### src/rtl/noc_dmem_responder.sv
// Network-side data-memory responder: takes one request flit from the router local port,
// replays it on the dmem bus, and returns a single response flit to the requester.
module noc_dmem_responder #(
   parameter int unsigned NODE_ID         = 0,
   parameter int unsigned NODE_COUNT      = 9,
   parameter int unsigned PACKET_ID_WIDTH = 5,
   parameter int unsigned TIMEOUT         = 256,
   localparam int unsigned NODE_W = ($clog2(NODE_COUNT) > 1) ? $clog2(NODE_COUNT) : 1,
   localparam int unsigned REQ_W  = 2 * NODE_W + PACKET_ID_WIDTH + 67,
   localparam int unsigned RSP_W  = 2 * NODE_W + PACKET_ID_WIDTH + 33
) (
   input  logic             clk,
   input  logic             rst,
   input  logic [REQ_W-1:0] pkt_in,
   input  logic             pkt_in_valid,
   output logic             pkt_in_ready,
   output logic [RSP_W-1:0] pkt_out,
   output logic             pkt_out_valid,
   input  logic             pkt_out_ready,
   output logic             mem_req_o,
   output logic             mem_cmd_o,
   output logic [1:0]       mem_width_o,
   output logic [31:0]      mem_addr_o,
   output logic [31:0]      mem_wdata_o,
   input  logic             mem_req_ack_i,
   input  logic [31:0]      mem_rdata_i,
   input  logic [1:0]       mem_resp_i
);

   localparam int unsigned CNT_W = $clog2(TIMEOUT);
   localparam logic [NODE_W-1:0] NodeId = NODE_W'(NODE_ID);
   localparam logic [CNT_W-1:0]  CntLast = CNT_W'(TIMEOUT - 1);

   typedef enum logic [1:0] {StIdle, StReq, StWait, StSend} state_e;

   state_e                     state_q, state_d;
   logic [NODE_W-1:0]          src_q, src_d;
   logic [PACKET_ID_WIDTH-1:0] pid_q, pid_d;
   logic                       cmd_q, cmd_d;
   logic [1:0]                 width_q, width_d;
   logic [31:0]                addr_q, addr_d;
   logic [31:0]                wdata_q, wdata_d;
   logic                       err_q, err_d;
   logic [31:0]                rdata_q, rdata_d;
   logic [CNT_W-1:0]           cnt_q, cnt_d;

   logic [NODE_W-1:0]          in_dst, in_src;
   logic [PACKET_ID_WIDTH-1:0] in_pid;
   logic                       in_cmd;
   logic [1:0]                 in_width;
   logic [31:0]                in_addr, in_wdata;
   logic                       in_bad;

   assign in_wdata = pkt_in[31:0];
   assign in_addr  = pkt_in[63:32];
   assign in_width = pkt_in[65:64];
   assign in_cmd   = pkt_in[66];
   assign in_pid   = pkt_in[67 +: PACKET_ID_WIDTH];
   assign in_src   = pkt_in[67 + PACKET_ID_WIDTH +: NODE_W];
   assign in_dst   = pkt_in[67 + PACKET_ID_WIDTH + NODE_W +: NODE_W];

   // Misrouted, reserved-width or misaligned requests never reach memory.
   always_comb begin
      in_bad = (in_dst != NodeId) ||
               (in_width == 2'd3) ||
               ((in_width == 2'd1) && in_addr[0]) ||
               ((in_width == 2'd2) && (in_addr[1:0] != 2'b00));
   end

   always_comb begin
      state_d = state_q;
      src_d   = src_q;
      pid_d   = pid_q;
      cmd_d   = cmd_q;
      width_d = width_q;
      addr_d  = addr_q;
      wdata_d = wdata_q;
      err_d   = err_q;
      rdata_d = rdata_q;
      cnt_d   = cnt_q;
      case (state_q)
         StIdle: begin
            if (pkt_in_valid) begin
               src_d   = in_src;
               pid_d   = in_pid;
               cmd_d   = in_cmd;
               width_d = in_width;
               addr_d  = in_addr;
               wdata_d = in_wdata;
               rdata_d = '0;
               cnt_d   = '0;
               err_d   = in_bad;
               state_d = in_bad ? StSend : StReq;
            end
         end
         StReq: begin
            if (mem_req_ack_i) begin
               cnt_d   = '0;
               state_d = StWait;
            end
         end
         StWait: begin
            cnt_d = cnt_q + CNT_W'(1);
            if (mem_resp_i == 2'd1) begin
               err_d   = 1'b0;
               rdata_d = cmd_q ? 32'd0 : mem_rdata_i;
               state_d = StSend;
            end else if (mem_resp_i[1] || (cnt_q == CntLast)) begin
               // ERR, the undefined code 3, and timeout all report an error.
               err_d   = 1'b1;
               rdata_d = '0;
               state_d = StSend;
            end
         end
         StSend: begin
            if (pkt_out_ready) begin
               state_d = StIdle;
            end
         end
         default: state_d = StIdle;
      endcase
   end

   always_ff @(posedge clk or posedge rst) begin
      if (rst) begin
         state_q <= StIdle;
         src_q   <= '0;
         pid_q   <= '0;
         cmd_q   <= 1'b0;
         width_q <= '0;
         addr_q  <= '0;
         wdata_q <= '0;
         err_q   <= 1'b0;
         rdata_q <= '0;
         cnt_q   <= '0;
      end else begin
         state_q <= state_d;
         src_q   <= src_d;
         pid_q   <= pid_d;
         cmd_q   <= cmd_d;
         width_q <= width_d;
         addr_q  <= addr_d;
         wdata_q <= wdata_d;
         err_q   <= err_d;
         rdata_q <= rdata_d;
         cnt_q   <= cnt_d;
      end
   end

   assign pkt_in_ready  = (state_q == StIdle);
   assign pkt_out_valid = (state_q == StSend);
   assign pkt_out       = pkt_out_valid ? {src_q, NodeId, pid_q, err_q, rdata_q} : '0;
   assign mem_req_o     = (state_q == StReq);
   assign mem_cmd_o     = cmd_q;
   assign mem_width_o   = width_q;
   assign mem_addr_o    = addr_q;
   assign mem_wdata_o   = wdata_q;

endmodule

### config.mk
export PLATFORM = sky130hd
export DESIGN_NAME = noc_dmem_responder
export DESIGN_NICKNAME = d
export VERILOG_FILES = /design/src/rtl/noc_dmem_responder.sv
export SDC_FILE = /design/constraint.sdc
export NUM_CORES = 1
export LEC_CHECK = 0
export CAP_MARGIN = 20
export CORE_ASPECT_RATIO = 1.2
export CORE_UTILIZATION = 45
export DETAILED_ROUTE_END_ITERATION = 8
export HOLD_SLACK_MARGIN = 0.15
export PLACE_DENSITY = 0.85
export RECOVER_POWER = 50
export SETUP_SLACK_MARGIN = 0.1
export SYNTH_ARGS = -nofsm -noshare
export SYNTH_HDL_FRONTEND = slang
export SYNTH_SLANG_ARGS = --single-unit
export TNS_END_PERCENT = 50
### constraint.sdc
create_clock -name clk -period 12.25 [get_ports clk]
set_clock_uncertainty 0.15 [all_clocks]
set_input_delay 1.8375 -clock clk [delete_from_list [all_inputs] [get_ports clk]]
set_output_delay 1.8375 -clock clk [all_outputs]
set_load 0.1 [all_outputs]
Word-level counts from Yosys, hierarchy flattened
Index checks and enable logic that the tools add are counted.
Storage, ports and cells
  word-level logic and storage cells: 58
  input port bits: 119
  output and inout port bits: 116
  register bits after elaboration: 119
Operators by class
  reductions and logical operators: 15
  add/subtract/negate cells: 1
  equality and inequality tests: 12
  multiplexer cells: 20
Operator list (count)
  $mux 32: 4
  $pmux 32 s2: 1
  $mux 46: 1
  $pmux 8 s3: 1
  $mux 8: 2
  $mux 2: 6
  $add 8x1->8 const B: 1
  $eq 2x2->1 const B: 4
  $eq 8x8->1 const B: 1
  $pmux 2 s4: 1
  $eq 2x1->1 const B: 3
  $reduce_and 3->1: 2
  $logic_or 1x1->1: 4
  $ne 2x1->1 const B: 2
  $reduce_and 4->1: 1
  $reduce_bool 2->1: 2
  $reduce_bool 4->1: 1
  $mux 1: 3
  $ne 3x3->1 const B: 1
  $reduce_bool 3->1: 1
  $logic_and 1x1->1: 2
  $logic_not 2->1: 1
  $ne 2x2->1 const B: 1
  $pmux 1 s2: 1
  $reduce_and 2->1: 1

Logic depth before layout (Yosys ltp)
Gate-level depths: netlist of the first run.
  word-level depth: 7
  mapped depth: 7
  mapped depth without buffers: 6

Worst setup path before layout of the first run
OpenSTA, ideal clock, no wires.
  kind: register -> output
  start point: reg state_q[0]
  end point: out pkt_out[45]
  path slack: 7950 ps
  cell stages (with the launch flop): 4
  data arrival time: 2312 ps
  data required time: 10262 ps
  path through: dfrtp_1 -> ha_1 -> clkbuf_1 -> and2_1
On the way
  longest elaborated chain between the ends: 2
RTL lines
  from (decl): RTL line 36  | state_e state_q, state_d;
  from (signal assigned): RTL line 126  | state_q <= StIdle;
  from (signal assigned): RTL line 137  | state_q <= state_d;
  $eq 2x2->1: RTL line 151  | assign pkt_out_valid = (state_q == StSend);
  via pkt_out_valid: RTL line 18  | output logic pkt_out_valid,
  $mux 46: RTL line 152  | assign pkt_out = pkt_out_valid ? {src_q, NodeId, pid_q, err_q, rdata_q} : '0;
  to (decl): RTL line 17  | output logic [RSP_W-1:0] pkt_out,
The timed path passes the listed nets, and every way through them passes these cells.

==> impl_summary.md, run 1 <==
Global routing
Global routing finished with a remaining overflow of 0. Entering global routing, the biggest net connects 78 pins. For this run, the total global-route usage over all layers was measured as 0.220. The number of antenna violations at the first check in global routing is 0. The wire length of the first global-routing pass is 20.3 mm. The number of global-route vias before repair is 4239.

Detailed routing
The via count is 3958. The wire length per cell after detailed routing is 15.5 um. The via count normalized by instance count is 4.77. The first TritonRoute pass finished after 5 iterations. The detail route stage leaves a number of antenna-violating nets equal to 0. The number of remaining DRC errors is 0. For this block, the initial DRC count from the detailed router was 102. The sum of routed wire length over all layers is 12.8 mm.

Placement
The global placement routability congestion is 0.734. The count of input and output buffers is 230. The worst setup timing slack at the placement stage is 7.60 ns. The detailed placer's ending HPWL is 9.25 mm.

Die
The core area is 11500 um2. For this configuration, the core starts out at a cell density of 0.460. The cell row count is 43. The horizontal die dimension is 101 um.

From bottom edge to top edge, the die measures 121 um. The die covers 12200 um2. The number of placed I/O pins is 235.

Timing
The final-report hold violation count is 0. In the finished design, the share of the clock period the worst path needs comes to 0.567. In the final timing run, aggregate negative setup slack is 0 ns.

The worst path in the final design needs a cycle of 6.95 ns, including I/O delays and setup. Headroom to the max-slew limit came out at -1.65. The final max-slew violation count is 200. The setup violation total in the final timing report is 0. The highest clock rate is 144 MHz. At the pin with the least slew margin, the transition time is 3.98 ns. Setup slack on the critical path of the routed design comes to 5.30 ns. Setup repair after global routing left no endpoint under its margin.

Setup path
The arrival time of the worst setup path is 6.38 ns. For the worst setup path, the data required time is 11.68 ns. The type of destination of the critical path is an async pin. The path depth of the worst reg2reg path is 6. The largest individual stage delay along the critical path comes from the cell clkbuf_1. The classification of the worst setup path is input pin to async pin. Walking the worst path, the cells encountered are dlygate4sd3_1 > clkinvlp_2 > clkbuf_1. STA classifies the critical path startpoint as an input pin. Of all nets on the critical path, the largest fanout is 77. The largest single stage delay on the critical path is 2.86 ns.

Yosys
The post-synthesis cell count is 429. Of the post-synthesis cell area, the dominant cell type holds 0.563. Yosys instantiated no cell more often than dfrtp_1. The async set or reset register ratio after synthesis is 1.00. The synthesized design contains 119 register bits. Sorting the synthesized cells by how often they occur yields dfrtp_1 (119), mux2_2 (76), and2_1 (42), nand2_1 (42), inv_1 (38). The post-synthesis area per instance is 12.3 um2. Ranked by total cell area, the synthesized netlist is headed by dfrtp_1 (56%), mux2_2 (16%), mux2i_1 (6.8%). The netlist uses 39 different library cells. The post-synth design cell area is 5290 um2. The number of synthesized flops with an enable pin is 0. The part of the Yosys area used for sequential elements is 0.563. The count of warnings emitted by yosys is 0. The leading register cell type out of synthesis is dfrtp_1. The synthesized design spends more area on one cell type than any other, namely dfrtp_1.

Final layout
The area growth from synthesis to layout is 56.4%. Counting the fill cells in the layout gives 836. The proportion of layout cells with a drive suffix above 1 is 0.165. Summing all multi-input logic gate instances after layout gives 2030 um2. The number of nets in the final layout is 786. The antenna diode instance count is 0. Summing all flip-flop and latch instances after layout gives 2980 um2.

Clocking
TritonCTS built the clock tree. For the worst-skew pair, the clock arrives at the later sink with an insertion delay of 0.40 ns. The post-cts sizing count is 0. The number of CTS-inserted buffers is 17. The count of buffers added by post-CTS timing repair for setup is 0. The clock drives 119 sinks. The clock root buffer is clkbuf_16.

Buffers inserted to repair hold after CTS numbered 0. The buffer depth of the longest clock path is 2. The maximum level of the CTS H-tree is 4. The clock input transition at the sequential cells of the worst setup and hold paths is 0.05 ns.

Outcome
The final reports fail on capacitance limit, slew limit. The flow ran to the end, but the final reports show violations.

Hold path
Along the worst hold path, the cell count comes to 1. The class of the tightest hold or removal check is flip-flop to flip-flop.

Run
The max-capacitance violation count is 3.
[placed cells by master (no fill, tap or decap), types with 2 or more instances in the layout]
cell type,instances
bufinv_16,3
o21ai_0,7
conb_1,4
dfrtp_1,119
clkbuf_16,17
and2_1,42
mux2i_1,36
nand2b_1,2
clkinvlp_4,2
o21ai_1,2
inv_1,38
nor2_1,2
clkinv_2,4
or2_2,2
a22o_1,3
mux2_2,76
ha_1,7
clkbuf_1,6
nand2_1,42
dlygate4sd3_1,3
clkdlybuf4s50_1,227
nand3_1,5
[per-layer routing]
layer,routed length [um],track usage,up-vias
li1,-,-,1873
met1,4970,0.243,1885
met2,6460,0.374,178
met3,1170,0.0942,22
met4,238,0.0806,0
met5,0,0,-
[worst max-delay path: cells and delay by family]
kind / cells / cell delay [ns]
buffers and inverters: 3 / 4.45
[kinds of logic (layout without fill, tap and decap cells)]
logic type / count (synthesis) / in the layout / synth area share
other cells: 1 / 4 / 0.000709
compound gates: 22 / 22 / 0.0307
simple gates: 104 / 104 / 0.104
fa+ha+maj: 7 / 7 / 0.0165
flops: 119 / 119 / 0.563
buf+inv: 64 / 305 / 0.0551
mux: 112 / 112 / 0.230
[sequential cells by signal (all words and copies together), names as in the netlist, 2 cells and up]
| signal | count |
|---|---|
| mem_addr_o | 32 |
| mem_wdata_o | 32 |
| rdata_q | 32 |
| cnt_q | 8 |
| pid_q | 5 |
| src_q | 4 |
| mem_width_o | 2 |
| state_q | 2 |
[path summary, 6_finish.rpt]
path	startpoint	to	slack [ns]
setup / recovery	rst	pid_q[0]	5.30
hold / removal	src_q[3]	src_q[3]	0.35
setup reg to reg	state_q[0]	rdata_q[18]	7.58
hold reg to reg	src_q[3]	src_q[3]	0.35
max in group clk	pkt_in_valid	rdata_q[18]	6.40
min in group asynchronous	rst	mem_wdata_o[6]	2.19
[metrics by stage]
stage               std cells  hold slack, ns   util  instance area [um2]
floorplan                 432           0.310      -                 5300
global placement          797           0.329  0.668                 7690
detailed placement        798           0.342  0.670                 7710
CTS                       830           0.350  0.721                 8300
global route              830           0.367  0.719                 8280
finish                    830           0.352  0.719                 8280
[final cells by class]
| type | instances | share of cell area |
|---|---|---|
| Sequential cell | 119 | 0.360 |
| Timing Repair Buffer | 233 | 0.283 |
| Multi-Input combinational cell | 249 | 0.245 |
| Clock buffer | 23 | 0.0553 |
| Tap cell | 157 | 0.0237 |
| Inverter | 40 | 0.0183 |
| Clock inverter | 9 | 0.0151 |
Power of run 1 is not shown: default switching activity piles up to over one toggle a cycle in this logic, so the estimate is an artifact.
==> run 2, diff against run 1 <==
- CORE_UTILIZATION: 45 -> 38
- PLACE_DENSITY: 0.85 -> 0.77
- clock period: 12.25 -> 6 ns (I/O delays scaled with it)
==> run 2 against run 1 <==
The flow still finishes with violations (capacitance limit, slew limit). Routed wire length grew 2.9%. Global-route usage shrank 2.7 points. Clock-buffer cell count fell by 5. Non-clock buffer count stayed put. Critical path depth stayed put. Register-to-register slack worse by 4.7 ns. Hold slack worse by 0.0065 ns. Sequential share of layout area decreased by 0.15 points. Die area up 18%. First-iteration DRC count grew 42%. Final area increased by 0.42%. Critical path type unchanged. Highest routed layer unchanged.
==> impl_summary.md, run 2 (same netlist as run 1, synthesis figures left out) <==
Outcome
The run finished, with violations left. The final reports fail on capacitance limit, slew limit.

Global routing
The wire length of the first global-routing pass is 21.1 mm. The number of antenna violations at the first check in global routing is 0. Entering global routing, the biggest net connects 78 pins. The number of global-route vias before repair is 4230. The total global routing track utilization is 0.193. Global routing finished with a remaining overflow of 0.

Timing
In the finished design, the share of the clock period the worst path needs comes to 0.704. The clock period minus final worst setup slack is 4.23 ns. The setup violation total in the final timing report is 0. The final-report hold violation count is 0. The tightest hold path in the finished design has a slack of 0.345 ns. In this run the tightest slew margin relative to its limit is -0.805. The measured slew at the worst slew-check pin is 2.69 ns. Static timing analysis puts the maximum clock frequency at 237 MHz. Setup repair after global routing left no endpoint under its margin. Setup slack closes at 1.77 ns. The setup total negative slack is 0 ns. The final max-slew violation count came to 62.

Clocking
In this run the deepest clock path goes through 2 buffers. The clock tree from TritonCTS is yes. Clock-pin slew was measured on the worst setup and hold paths at 0.05 ns.

The post-cts sizing count is 0. The clock drives 119 sinks. The later pin in the worst-skew pair is clocked with a latency of 0.40 ns.

For this design, the CTS-stage hold fixing added 0 buffers. The clock root buffer is clkbuf_16. The H-tree was split into 4 levels.

The count of buffers added by post-CTS timing repair for setup is 0. In this run, CTS created clock tree buffers numbering 17.

Final layout
The antenna diode instance count is 0. In the layout the commonest cells are clkdlybuf4s50_1 (228), dfrtp_1 (119), mux2_2 (76). The most frequent standard cell in the layout excluding fill and tap cells is clkdlybuf4s50_1.

The non-filler instance count after layout is 841. Compared with the post-synthesis result, the final layout area differs by 57.0%. The number of nets in the final layout is 786. Of the cells placed in the final design, the portion with a size suffix greater than 1 is 0.175.

Die
Measured along the y axis, the die boundary spans 131 um. The cell row count is 46. 235 I/O pins were placed.

The die covers 14400 um2. In this run the horizontal extent of the chip is 110 um. The core area is 13400 um2.

The initial core utilization is 0.395.

Setup path
The classification of the worst setup path is input pin to async pin. The type of destination of the critical path is an async pin. The sort of element at the start of the critical path is an input pin.

The maximum fanout along the worst path is 61. Data arrives at the worst endpoint at 4.34 ns. At the worst endpoint, the required time is 6.11 ns.

Detailed routing
The sum of routed wire length over all layers is 13.2 mm. The wire length per cell after detailed routing is 15.7 um. The starting DRC count in detailed routing is 145. After detailed routing, the number of vias per cell comes to 4.80. The routed layout has 4038 vias. The count of nets left with antenna violations once routing finished came out at 0. The pre-antenna-repair detailed-routing pass consisted of 4 iterations.

The number of remaining DRC errors is 0.

Placement
The congestion estimate from routability-driven global placement came to 0.751. The detailed placer's ending HPWL is 9.62 mm. Buffers placed on the I/O ports in this run total 230. The cell count after placement is 809. The worst setup timing slack at the placement stage is 2.28 ns.

Run
The max-capacitance violation count is 1.

Hold path
The min-delay analysis places its worst path in the category flip-flop to flip-flop.
==> run 2: layer usage <==
layer	up-vias	part of all wire	global-route usage
met5	-	0	0
met4	0	0.030	0.0830
met3	28	0.096	0.0784
met2	186	0.50	0.330
met1	1945	0.37	0.205
li1	1879	-	-
==> run 2: worst paths after layout <==
path                       startpoint     endpoint  slack [ns]  cells after the start
max                               rst  rdata_q[25]        1.77                      3
min                          src_q[0]     src_q[0]        0.35                      1
max reg2reg                state_q[0]  rdata_q[29]        2.89                      6
min reg2reg                  src_q[0]     src_q[0]        0.35                      1
max in group clk           state_q[0]  pkt_out[32]        2.19                      4
min in group asynchronous         rst  rdata_q[12]        1.56                      2
==> run 2: worst max-delay path, cell delays in order <==
cell           delay, ns
dlygate4sd3_1       0.55
clkinvlp_2          1.52
clkbuf_2            1.30
==> run 2: cell type report <==
class	instances	area [um2]
Inverter	40	151
Clock buffer	18	439
Timing Repair Buffer	233	2320
Clock inverter	14	176
Sequential cell	119	2980
Tap cell	168	210
Multi-Input combinational cell	249	2030
Fill cell	1103	5100
==> run 2: stage by stage <==
| step | util | instance area [um2] |
|---|---|---|
| after floorplan | - | 5300 |
| after global placement | 0.575 | 7710 |
| after detailed placement | 0.575 | 7710 |
| after CTS | 0.621 | 8320 |
| after global routing | 0.620 | 8310 |
| final | 0.620 | 8310 |
Power of run 2 is left out for the same reason.
